File: config.mk
export PLATFORM = sky130hd
export DESIGN_NAME = deconv_sequencer
export DESIGN_NICKNAME = d
export VERILOG_FILES = /design/src/rtl/deconv_pkg.sv /design/src/rtl/deconv_sequencer.sv
export SDC_FILE = /design/constraint.sdc
export NUM_CORES = 1
export LEC_CHECK = 0
export BUFFER_PORTS_ARGS = -buffer_cell sky130_fd_sc_hd__buf_2
export CORE_MARGIN = 4
export CORE_UTILIZATION = 36
export CTS_CLUSTER_DIAMETER = 100
export DETAILED_ROUTE_END_ITERATION = 8
export HOLD_SLACK_MARGIN = 0.08
export PLACE_DENSITY_LB_ADDON = 0.25
export RECOVER_POWER = 25
export SLEW_MARGIN = 20
export SYNTH_ARGS = -nofsm -noshare
export SYNTH_HDL_FRONTEND = slang
export SYNTH_SLANG_ARGS = --single-unit
File: constraint.sdc
create_clock -name clk -period 1.98 [get_ports clk]
set_input_delay 0.099 -clock clk [delete_from_list [all_inputs] [get_ports clk]]
set_output_delay 0.099 -clock clk [all_outputs]
set_load 0.01 [all_outputs]
File: src/rtl/deconv_pkg.sv
// Shared types and sizing for the deconv2D job sequencer.
// The sequencer's parameters default to these values.
package deconv_pkg;

  localparam int N_DEF          = 2;
  localparam int K_DEF          = 3;
  localparam int PIXEL_BITS_DEF = 8;

  localparam int KW_MAX         = K_DEF;
  localparam int RESULT_WORDS   = N_DEF * N_DEF * K_DEF * K_DEF;
  localparam int CFG_W          = $clog2(K_DEF);
  localparam int PIX_W          = $clog2(N_DEF * N_DEF);
  localparam int ADDR_W         = $clog2(RESULT_WORDS);
  localparam int KCNT_W         = $clog2(K_DEF * K_DEF + 1);

  typedef enum logic [2:0] {
    IDLE,
    START,
    WAIT_INIT,
    LOAD_K,
    K_GAP,
    SEND_P,
    WAIT_ADD,
    DRAIN
  } seq_state_t;

  // A job needs a non-zero stride and a kernel side in 1..kw_max.
  function automatic logic cfg_ok(input int unsigned stride,
                                  input int unsigned kw,
                                  input int unsigned kw_max);
    return (kw != 0) && (kw <= kw_max) && (stride != 0);
  endfunction

endpackage

File: src/rtl/deconv_sequencer.sv
// Sequences one deconv2D job: configuration, kernel load, pixel feed with a
// held pixel index, then drains the result RAM as a valid/ready stream.
module deconv_sequencer
  import deconv_pkg::*;
#(
  parameter int N          = N_DEF,
  parameter int K          = KW_MAX,
  parameter int pixel_bits = PIXEL_BITS_DEF
) (
  input  logic                              clk,
  input  logic                              rst,
  input  logic                              start,
  input  logic [$clog2(K)-1:0]              cfg_stride,
  input  logic [$clog2(K)-1:0]              cfg_kernel_width,
  output logic                              busy,
  output logic                              cfg_err,
  output logic                              job_done,
  input  logic                              k_valid,
  output logic                              k_ready,
  input  logic [pixel_bits-1:0]             k_data,
  input  logic                              p_valid,
  output logic                              p_ready,
  input  logic [pixel_bits-1:0]             p_data,
  output logic                              r_valid,
  input  logic                              r_ready,
  output logic [4*pixel_bits-1:0]           r_data,
  output logic                              r_last,
  output logic                              dc_enable,
  output logic                              dc_strobe_kernel,
  output logic                              dc_strobe_pixel,
  output logic [pixel_bits-1:0]             dc_kernel_weight,
  output logic [pixel_bits-1:0]             dc_pixel,
  output logic [$clog2(K)-1:0]              dc_stride,
  output logic [$clog2(K)-1:0]              dc_kernel_width,
  output logic [$clog2(N*N)-1:0]            dc_pixel_number,
  output logic [$clog2(N*N*K*K)-1:0]        dc_result_address,
  input  logic [4*pixel_bits-1:0]           dc_final_output,
  input  logic                              dc_ready,
  input  logic                              dc_done
);

  localparam int CW     = $clog2(K);
  localparam int PW     = $clog2(N * N);
  localparam int AW     = $clog2(N * N * K * K);
  localparam int KCW    = $clog2(K * K + 1);
  localparam int WORDS  = N * N * K * K;
  localparam int PIXELS = N * N;

  seq_state_t       state_reg, state_next;
  logic [CW-1:0]    stride_reg, stride_next;
  logic [CW-1:0]    kw_reg, kw_next;
  logic [KCW-1:0]   k_cnt_reg, k_cnt_next;
  logic [PW-1:0]    pix_cnt_reg, pix_cnt_next;
  logic [AW-1:0]    rd_addr_reg, rd_addr_next;
  logic             add_first_reg, add_first_next;
  logic             cfg_err_reg, cfg_err_next;
  logic             job_done_reg, job_done_next;

  logic [KCW-1:0]   k_total;
  logic [KCW-1:0]   k_cnt_inc;
  logic             start_ok;
  logic             last_word;

  assign k_total   = KCW'(kw_reg) * KCW'(kw_reg);
  assign k_cnt_inc = k_cnt_reg + KCW'(1);
  assign start_ok  = cfg_ok(32'(cfg_stride), 32'(cfg_kernel_width), K);
  assign last_word = (rd_addr_reg == AW'(WORDS - 1));

  always_ff @(posedge clk) begin
    if (rst) begin
      state_reg     <= IDLE;
      stride_reg    <= '0;
      kw_reg        <= '0;
      k_cnt_reg     <= '0;
      pix_cnt_reg   <= '0;
      rd_addr_reg   <= '0;
      add_first_reg <= 1'b0;
      cfg_err_reg   <= 1'b0;
      job_done_reg  <= 1'b0;
    end else begin
      state_reg     <= state_next;
      stride_reg    <= stride_next;
      kw_reg        <= kw_next;
      k_cnt_reg     <= k_cnt_next;
      pix_cnt_reg   <= pix_cnt_next;
      rd_addr_reg   <= rd_addr_next;
      add_first_reg <= add_first_next;
      cfg_err_reg   <= cfg_err_next;
      job_done_reg  <= job_done_next;
    end
  end

  always_comb begin
    state_next        = state_reg;
    stride_next       = stride_reg;
    kw_next           = kw_reg;
    k_cnt_next        = k_cnt_reg;
    pix_cnt_next      = pix_cnt_reg;
    rd_addr_next      = rd_addr_reg;
    add_first_next    = 1'b0;
    cfg_err_next      = 1'b0;
    job_done_next     = 1'b0;
    k_ready           = 1'b0;
    p_ready           = 1'b0;
    r_valid           = 1'b0;
    r_data            = '0;
    r_last            = 1'b0;
    dc_enable         = 1'b0;
    dc_strobe_kernel  = 1'b0;
    dc_strobe_pixel   = 1'b0;
    dc_kernel_weight  = '0;
    dc_pixel          = '0;
    dc_result_address = '0;

    case (state_reg)
      IDLE: begin
        if (start) begin
          if (start_ok) begin
            stride_next  = cfg_stride;
            kw_next      = cfg_kernel_width;
            k_cnt_next   = '0;
            pix_cnt_next = '0;
            rd_addr_next = '0;
            state_next   = START;
          end else begin
            cfg_err_next = 1'b1;
          end
        end
      end

      START: begin
        dc_enable  = 1'b1;
        state_next = WAIT_INIT;
      end

      WAIT_INIT: begin
        if (dc_ready) begin
          state_next = LOAD_K;
        end
      end

      LOAD_K: begin
        k_ready          = 1'b1;
        dc_strobe_kernel = k_valid;
        dc_kernel_weight = k_data;
        if (k_valid) begin
          k_cnt_next = k_cnt_inc;
          if (k_cnt_inc == k_total) begin
            state_next = K_GAP;
          end
        end
      end

      // deconv2D moves from INITIALIZE to ASSIGN_REG here; no strobes allowed.
      K_GAP: begin
        state_next = SEND_P;
      end

      SEND_P: begin
        p_ready         = dc_ready;
        dc_strobe_pixel = p_valid & dc_ready;
        dc_pixel        = p_data;
        if (p_valid && dc_ready) begin
          add_first_next = 1'b1;
          state_next     = WAIT_ADD;
        end
      end

      // deconv2D's ready lingers for one cycle after the strobe, so the first
      // WAIT_ADD cycle must not treat it as the end of the ADD phase.
      WAIT_ADD: begin
        if (dc_done) begin
          rd_addr_next = '0;
          state_next   = DRAIN;
        end else if (!add_first_reg && dc_ready) begin
          if (pix_cnt_reg < PW'(PIXELS - 1)) begin
            pix_cnt_next = pix_cnt_reg + PW'(1);
          end
          state_next = SEND_P;
        end
      end

      DRAIN: begin
        r_valid           = 1'b1;
        r_data            = dc_final_output;
        dc_result_address = rd_addr_reg;
        r_last            = last_word;
        if (r_ready) begin
          if (last_word) begin
            rd_addr_next  = '0;
            k_cnt_next    = '0;
            pix_cnt_next  = '0;
            job_done_next = 1'b1;
            state_next    = IDLE;
          end else begin
            rd_addr_next = rd_addr_reg + AW'(1);
          end
        end
      end

      default: begin
        state_next = IDLE;
      end
    endcase
  end

  assign busy            = (state_reg != IDLE);
  assign cfg_err         = cfg_err_reg;
  assign job_done        = job_done_reg;
  assign dc_stride       = stride_reg;
  assign dc_kernel_width = kw_reg;
  assign dc_pixel_number = pix_cnt_reg;

endmodule
[After elaboration in Yosys (flattened, before gate mapping)]
Cells that the tools add are included.
Widths: inputs -> output; s select.
Storage, ports and cells
  word-level logic and storage cells: 105
  flip-flop bits (word level): 22
  output and inout bits: 70
  bits of input ports: 60
Cells by class
  $add $sub $neg: 3
  multiplexer cells: 45
  magnitude comparators: 1
  multiply operators: 1
  reduce and logical (&&, ||, !) cells: 18
  bitwise operators: 6
  eq/ne operators: 22
Operator list (number)
  $mux 6: 6
  $mux 32: 1
  $mux 3: 10
  $ne 2x2->1 const B: 12
  $pmux 3 s8: 1
  $mux 4: 5
  $pmux 6 s3: 1
  $mux 8: 2
  $mux 2: 7
  $eq 3x3->1 const B: 4
  $pmux 4 s3: 1
  $mux 1: 10
  $reduce_and 9->1: 1
  $reduce_bool 3->1: 3
  $reduce_and 8->1: 1
  $add 6x1->6 const B: 1
  $eq 3x2->1 const B: 2
  $eq 6x6->1 const B: 1
  $pmux 2 s3: 1
  $reduce_and 6->1: 1
  $reduce_or 3->1: 2
  $not 1->1: 5
  $reduce_and 5->1: 1
  $add 4x1->4 const B: 1
  13 further kinds: 16

[Depth between registers and ports, before layout]
Gate-level depths: netlist of run 1.
  word-level depth: 5
  mapped depth: 7
  depth with buffers taken out: 6

[Least setup slack after synthesis of run 1]
No wires, ideal clock.
  path type: register to register
  start point: reg state_reg[1]
  end point: reg rd_addr_reg[5]
  setup slack: 0.096 ns
  data arrival time: 1.813 ns
  stages on the path, launching flop included: 7
  cell sequence: dfxtp_1 -> buf_6 -> or4b_4 -> o22ai_4 -> o21ai_2 -> or4_1 -> a21oi_1
Between the ends
  word-level cells in the longest chain between the ends: 3
Ends and longest elaborated chain
  start, declared: RTL line deconv_sequencer.sv:49  | seq_state_t state_reg, state_next;
  start signal, assigned: RTL line deconv_sequencer.sv:81  | state_reg <= state_next;
  $eq 3x3->1 or $logic_not 3->1 (tied branches): RTL line deconv_sequencer.sv:115  | case (state_reg)
  $ne 2x2->1 (no source line) or $reduce_bool 3->1 (tied branches)
  $reduce_and 5->1 (no source line)
  end signal, assigned: RTL line deconv_sequencer.sv:86  | rd_addr_reg <= rd_addr_next;
  end, declared: RTL line deconv_sequencer.sv:54  | logic [AW-1:0] rd_addr_reg, rd_addr_next;
Several ways; a longest one is shown, not always the timed one.
A chain may end at the register's enable or synchronous reset.

[Worst setup path after layout of run 1]
  start point: reg state_reg[2]
  end point: reg rd_addr_reg[4]
The elaborated chain is that of the path after synthesis.

==> run metrics, run 1 <==
outcome complete, no violations; max_slew headroom about 70%; Worst Setup End Kind flip-flop; Worst Hold Class in -> reg; CTS Buffer Depth 2; placed instance count slightly below 400; final antenna-violating net count 0; Fmax 0.522 GHz; Worst Tran Pin Value 0.451 ns; Die ar. between 0.005 and 0.006 mm2; LEAKAGE 0.00133 uW; chip width 75.7 um; final setup violating endpoints 0; Setup WS pre-CTS 0.0966 ns; syn avg cell area 7.63 um2; via/cell ratio 4.84; Initial DRT Pass Iterations 4; Post-Syn Area 0.00165 mm2; initial antenna violation count 0; Power Density 556 mW/mm2; clock sinks 22; CTS H-tree depth 1; Post-Syn Instances 216; Async S/R FF share, synth 0%; Vias 1,997; Cells on Worst Hold Path 2; Routability Congestion 0.866; worst reg2reg path endpoint rd_addr_reg[4]$_SDFFE_PP0P_; Root Buffer clkbuf_8; clk_lat worst skew 0.27 ns; HPWL after detailed placement 4.33 mm; Setup crit start kind flip-flop; fin. max-slew vios 0; Final Hold Fails 0; PnR worst setup slack ~0.065 ns; overflow left after global routing 0; internal reg-to-reg setup slack 0.06 ns; DR WL/cell 13.3 um; min-delay src r_ready; first-pass GRT wire length slightly below 8 mm; post-synth top area share a little over a quarter; launching point of the worst reg2reg path state_reg[2]$_SDFFE_PP0P_; Worst-path clk slew 0.08 ns; total CTS buffers 3; NumNets Final between 400 and 500; vias in the first global route 1,752; post-synth net total 279; DR DRC count 0; Die H 75.7 um; Hold EP job_done$_SDFF_PP0_; Arr. time, crit path around 2.1 ns; Finished Cell Area between 0.002 and 0.003 mm2; Core Footprint 0.00438 mm2; Starting Density between 30% and 40%; number of flip-flops in the largest register 6; All-Layer GR Usage around 18%; Clock Skews 0.00217 ns; site row count 24; largest net degree at the start of global routing 40; Final period util 96.7%; Synth cell types 45; Crit. Startpoint state_reg[2]$_SDFFE_PP0P_; Final min period 1.92 ns; setup TNS 0 ns; Initial DRC Count 57; dpl cell area 0.00240 mm2; IO Port Bufs 129; TritonCTS clock tree built; count leader, synth and2_1; Synth warnings 0; Worst Path Required between 2 and 2.5 ns; Max IR drop VDD 0.419 mV; Post-synth top flop dfxtp_1; sequential-to-total area share from yosys stat approximately a quarter; Seq cells post-synth 22; Filler cells 426; IO Pins 130; P&R area growth vs syn 54.6%; Post-synth EDFFs 0; Synth area leaders dfxtp_1, and2_1, nor2_1; share of cells above drive strength 1 40.7%; WL final 5.50 mm; fin cells a little over 400; Reg2Reg Depth 5; Commonest cells post-synth and2_1, dfxtp_1, nor2_1, a21oi_1; critical path fanouts, max 5; WS Path Type reg -> reg; MaxCap Viol Count 0; largest area contributor in the synthesized netlist dfxtp_1; antenna cells 0
==> how the worst max path moves through the flow <==
| stage | endpoint | slack, ns |
|---|---|---|
| final | rd_addr_reg[4]$_SDFFE_PP0P_ | 0.06 |
| after detailed placement | rd_addr_reg[4]$_SDFFE_PP0P_ | 0.1 |
| after global placement | rd_addr_reg[3]$_SDFFE_PP0P_ | 0.13 |
| after floorplan | rd_addr_reg[5]$_SDFFE_PP0P_ | 0.1 |
| after global routing | rd_addr_reg[4]$_SDFFE_PP0P_ | -0.004 |
| after CTS | rd_addr_reg[4]$_SDFFE_PP0P_ | 0.07 |
==> what timing repair did <==
action,4_1_cts,5_1_grt
gates resized for setup,0,5
hold buffers,4,0
buffers inserted,0,6
endpoints found under the setup margin,0,5
hold endpoints to repair,4,0
==> metal layers <==
| metal | wire length [um] | vias up | track usage (%) | share of wire [%] |
|---|---|---|---|---|
| li1 | - | 1037 | - | - |
| met1 | 2040 | 874 | 19.8 | 37 |
| met2 | 2800 | 81 | 34.1 | 51 |
| met3 | 598 | 5 | 3.56 | 11 |
| met4 | 57 | 0 | 5.24 | 1.0 |
| met5 | 0 | - | 0 | 0 |
==> where the power goes <==
part	leakage, uW	total (uW)	switching [uW]	internal, uW
Sequential	0.000178	493	20.2	473
Clock	0.0000288	330	152	178
Combinational	0.00113	595	309	286
==> layout by cell type (no fill, tap or decap), drive strengths merged, types with 4 or more instances in the layout <==
cell,n
a21oi,12
inv,7
dfxtp,22
clkbuf,19
buf,132
nor3,6
and2,56
nor2,19
nand2,8
o21ai,11
mux2i,7
xor2,4
nand3,7
nor2b,5
dlygate4sd3,4
==> cell type report <==
cell class | count | area (um2) | area share (%)
Clock buffer | 4 | 55.1 | 2.16
Tap cell | 52 | 65.1 | 2.55
Multi-Input combinational cell | 177 | 1160 | 45.7
Sequential cell | 22 | 440 | 17.3
Timing Repair Buffer | 151 | 797 | 31.3
Inverter | 7 | 26.3 | 1.03
==> through the flow <==
stage          util [%]  total power [uW]  hold WS (ns)
2_1_floorplan         -               858         0.171
3_3_place_gp       54.7              1050         0.355
3_5_place_dp       54.7              1060         0.359
4_1_cts            56.9              1400         0.101
5_1_grt            58.1              1510         0.122
6_report           58.1              1420         0.108
==> critical path, stage by stage, from the launching register on <==
cell and delay, ns:
dfxtp_1 0.32, or4b_4 0.55, o22ai_4 0.25, o21ai_4 0.11, or4_1 0.49, a21oi_2 0.13
==> logic make-up after synthesis <==
family	share of synthesized area, %
simple gates	45.6
compound gates	13.9
flops	26.7
buf+inv	4.63
mux	4.25
xor+xnor	2.66
fa+ha+maj	2.28
Power figures use the tool's default switching activity.
==> inputs of run 2 (changes only) <==
==> constraint.sdc (replaced) <==
create_clock -name clk -period 1.98 [get_ports clk]
set_input_delay 0.099 -clock clk [delete_from_list [all_inputs] [get_ports clk]]
set_output_delay 0.099 -clock clk [all_outputs]
set_load 0.005 [all_outputs]
==> run 2 against run 1 <==
Core utilization decreased by 0.63 points. Global-route usage decreased by 1.0 points. Register-to-register slack barely moved. Wire length down 2.9%. Sequential power up 2%. Non-clock buffer count is 5 lower. Sequential cell count unchanged. Maximum frequency up 0.12%. Combinational power decreased by 7.2%. Critical path type unchanged. Largest cell class unchanged.
==> run metrics, run 2 (synthesis gave the netlist of run 1 again) <==
outcome complete, no violations; WL final 5.34 mm; share of cells above drive strength 1 between 40% and 50%; Fmax 0.523 GHz; Sw Ratio 32.3%; NumNets Final 420; Sequential Power Share 36.6%; launching point of the worst reg2reg path state_reg[2]$_SDFFE_PP0P_; Final Hold Fails 0; Sw Pwr 444 uW; Final period util 96.6%; Worst Hold Class in -> reg; first-pass GRT wire length 7.63 mm; unrepaired setup endpoints after global routing true; Worst-path clk slew 0.08 ns; MaxCap Viol Count 0; antenna cells 0; Initial DRC Count 57; internal reg-to-reg setup slack 0.07 ns; Vias 1,965; Routability Congestion between 0.8 and 0.9; Starting Density 37.6%; initial antenna violation count 0; CTS Buffer Depth 2; IO Pins 130; clk_lat worst skew 0.26 ns; Power Density 545 mW/mm2; vias in the first global route around 1,700; Arr. time, crit path 2.11 ns; site row count 24; Final min period 1.91 ns; most frequent cells in the layout buf_2, and2_1, dfxtp_1, nor2_1, buf_4; final setup violating endpoints 0; TritonCTS clock tree built; Worst Setup End Kind flip-flop; number of flip-flops in the largest register 6; LEAKAGE ~0.0013 uW; P&R area growth vs syn 52.9%; total CTS buffers 3; Core Footprint 0.00438 mm2; Worst Path Required 2.17 ns; CTS H-tree depth 1; commonest non-fill, non-tap cell in the layout buf_2; HPWL after detailed placement 4.29 mm; clock power share 23.3%; min-delay src cfg_kernel_width[0]; PnR worst setup slack 0.0670 ns; largest net degree at the start of global routing 40; Register Area 442 um2; DR DRC count 0; Multi-input gate area roughly 0.0012 mm2; max_slew headroom between 70% and 80%; Die ar. 0.00573 mm2; Max IR drop VDD approximately 0.57 mV; Filler cells between 400 and 500; Critical Path Sink rd_addr_reg[4]$_SDFFE_PP0P_; Initial DRT Pass Iterations 4; final antenna-violating net count 0; Die H ~76 um; Worst Tran Pin Value 0.447 ns; Crit. Startpoint state_reg[2]$_SDFFE_PP0P_; overflow left after global routing 0; Root Buffer clkbuf_8; via/cell ratio between 4 and 5; DR WL/cell around 13 um; Int Power 930 uW; fin. max-slew vios 0; IO Port Bufs roughly 130; Reg2Reg Depth 5; Combinational Power Share 40.1%; worst reg2reg path endpoint rd_addr_reg[4]$_SDFFE_PP0P_; final core area utilization 57.5%; critical path fanouts, max 7; clock sinks 22; All-Layer GR Usage 16.9%; chip width 75.7 um; hold_ws 0.0929 ns; Setup crit start kind flip-flop; Clock Skews between 0.004 and 0.005 ns; WS Path Type reg -> reg; Setup WS pre-CTS between 0.06 and 0.07 ns
## run 2: worst max-delay path: stages (launching register included)
cell and delay (ns):
dfxtp_1 0.31, or4b_4 0.56, o22ai_4 0.24, o21ai_4 0.11, or4_4 0.49, a21oi_2 0.13
## run 2: routing by layer
metal | part of all wire, % | wire, um | vias up | GRT usage [%]
li1 | - | - | 1032 | -
met1 | 39 | 2080 | 856 | 19.4
met2 | 50 | 2650 | 73 | 32.3
met3 | 11 | 570 | 4 | 3.03
met4 | 0.64 | 34 | 0 | 3.50
met5 | 0 | 0 | - | 0
## run 2: worst min path at each step
stage / endpoint / slack (ns) / cells after the start
4_1_cts: dc_kernel_width[0]$_SDFFE_PP0P_ / 0.08 / 3
3_3_place_gp: dc_stride[0]$_SDFFE_PP0P_ / 0.35 / 3
3_5_place_dp: dc_kernel_width[1]$_SDFFE_PP0P_ / 0.36 / 3
6_report: dc_kernel_width[0]$_SDFFE_PP0P_ / 0.09 / 3
2_1_floorplan: add_first_reg$_SDFF_PP0_ / 0.17 / 1
5_1_grt: dc_kernel_width[0]$_SDFFE_PP0P_ / 0.10 / 3
## run 2: area by class of cell
type | instances | area share, %
inverters | 7 | 1.04
multi-input cells | 177 | 46.2
repair buffers | 146 | 30.5
well taps | 52 | 2.58
clock buffers | 4 | 2.18
flip-flops and latches | 22 | 17.5
## run 2: what timing repair did
action | in CTS | in global routing
buffers inserted | 0 | 4
hold buffers | 1 | 0
endpoints found under the hold margin | 1 | 0
setup endpoints to repair | 0 | 7
resized for setup | 0 | 8
## run 2: power groups by stage
| stage | Clock, uW | Combinational [uW] | Sequential, uW |
|---|---|---|---|
| 3_5_place_dp | 0 | 523 | 511 |
| 2_1_floorplan | 0 | 336 | 502 |
| 5_1_grt | 357 | 611 | 509 |
| 4_1_cts | 333 | 527 | 501 |
| 6_report | 320 | 552 | 503 |
| 3_3_place_gp | 0 | 518 | 509 |
## run 2: metrics by stage
step	TNS, ns	std cells	area, um2	power, uW
floorplan	0	216	1650	839
global placement	0	398	2400	1030
detailed placement	0	398	2400	1030
CTS	0	403	2460	1360
global route	-0.00292	408	2520	1480
finish	0	408	2520	1370
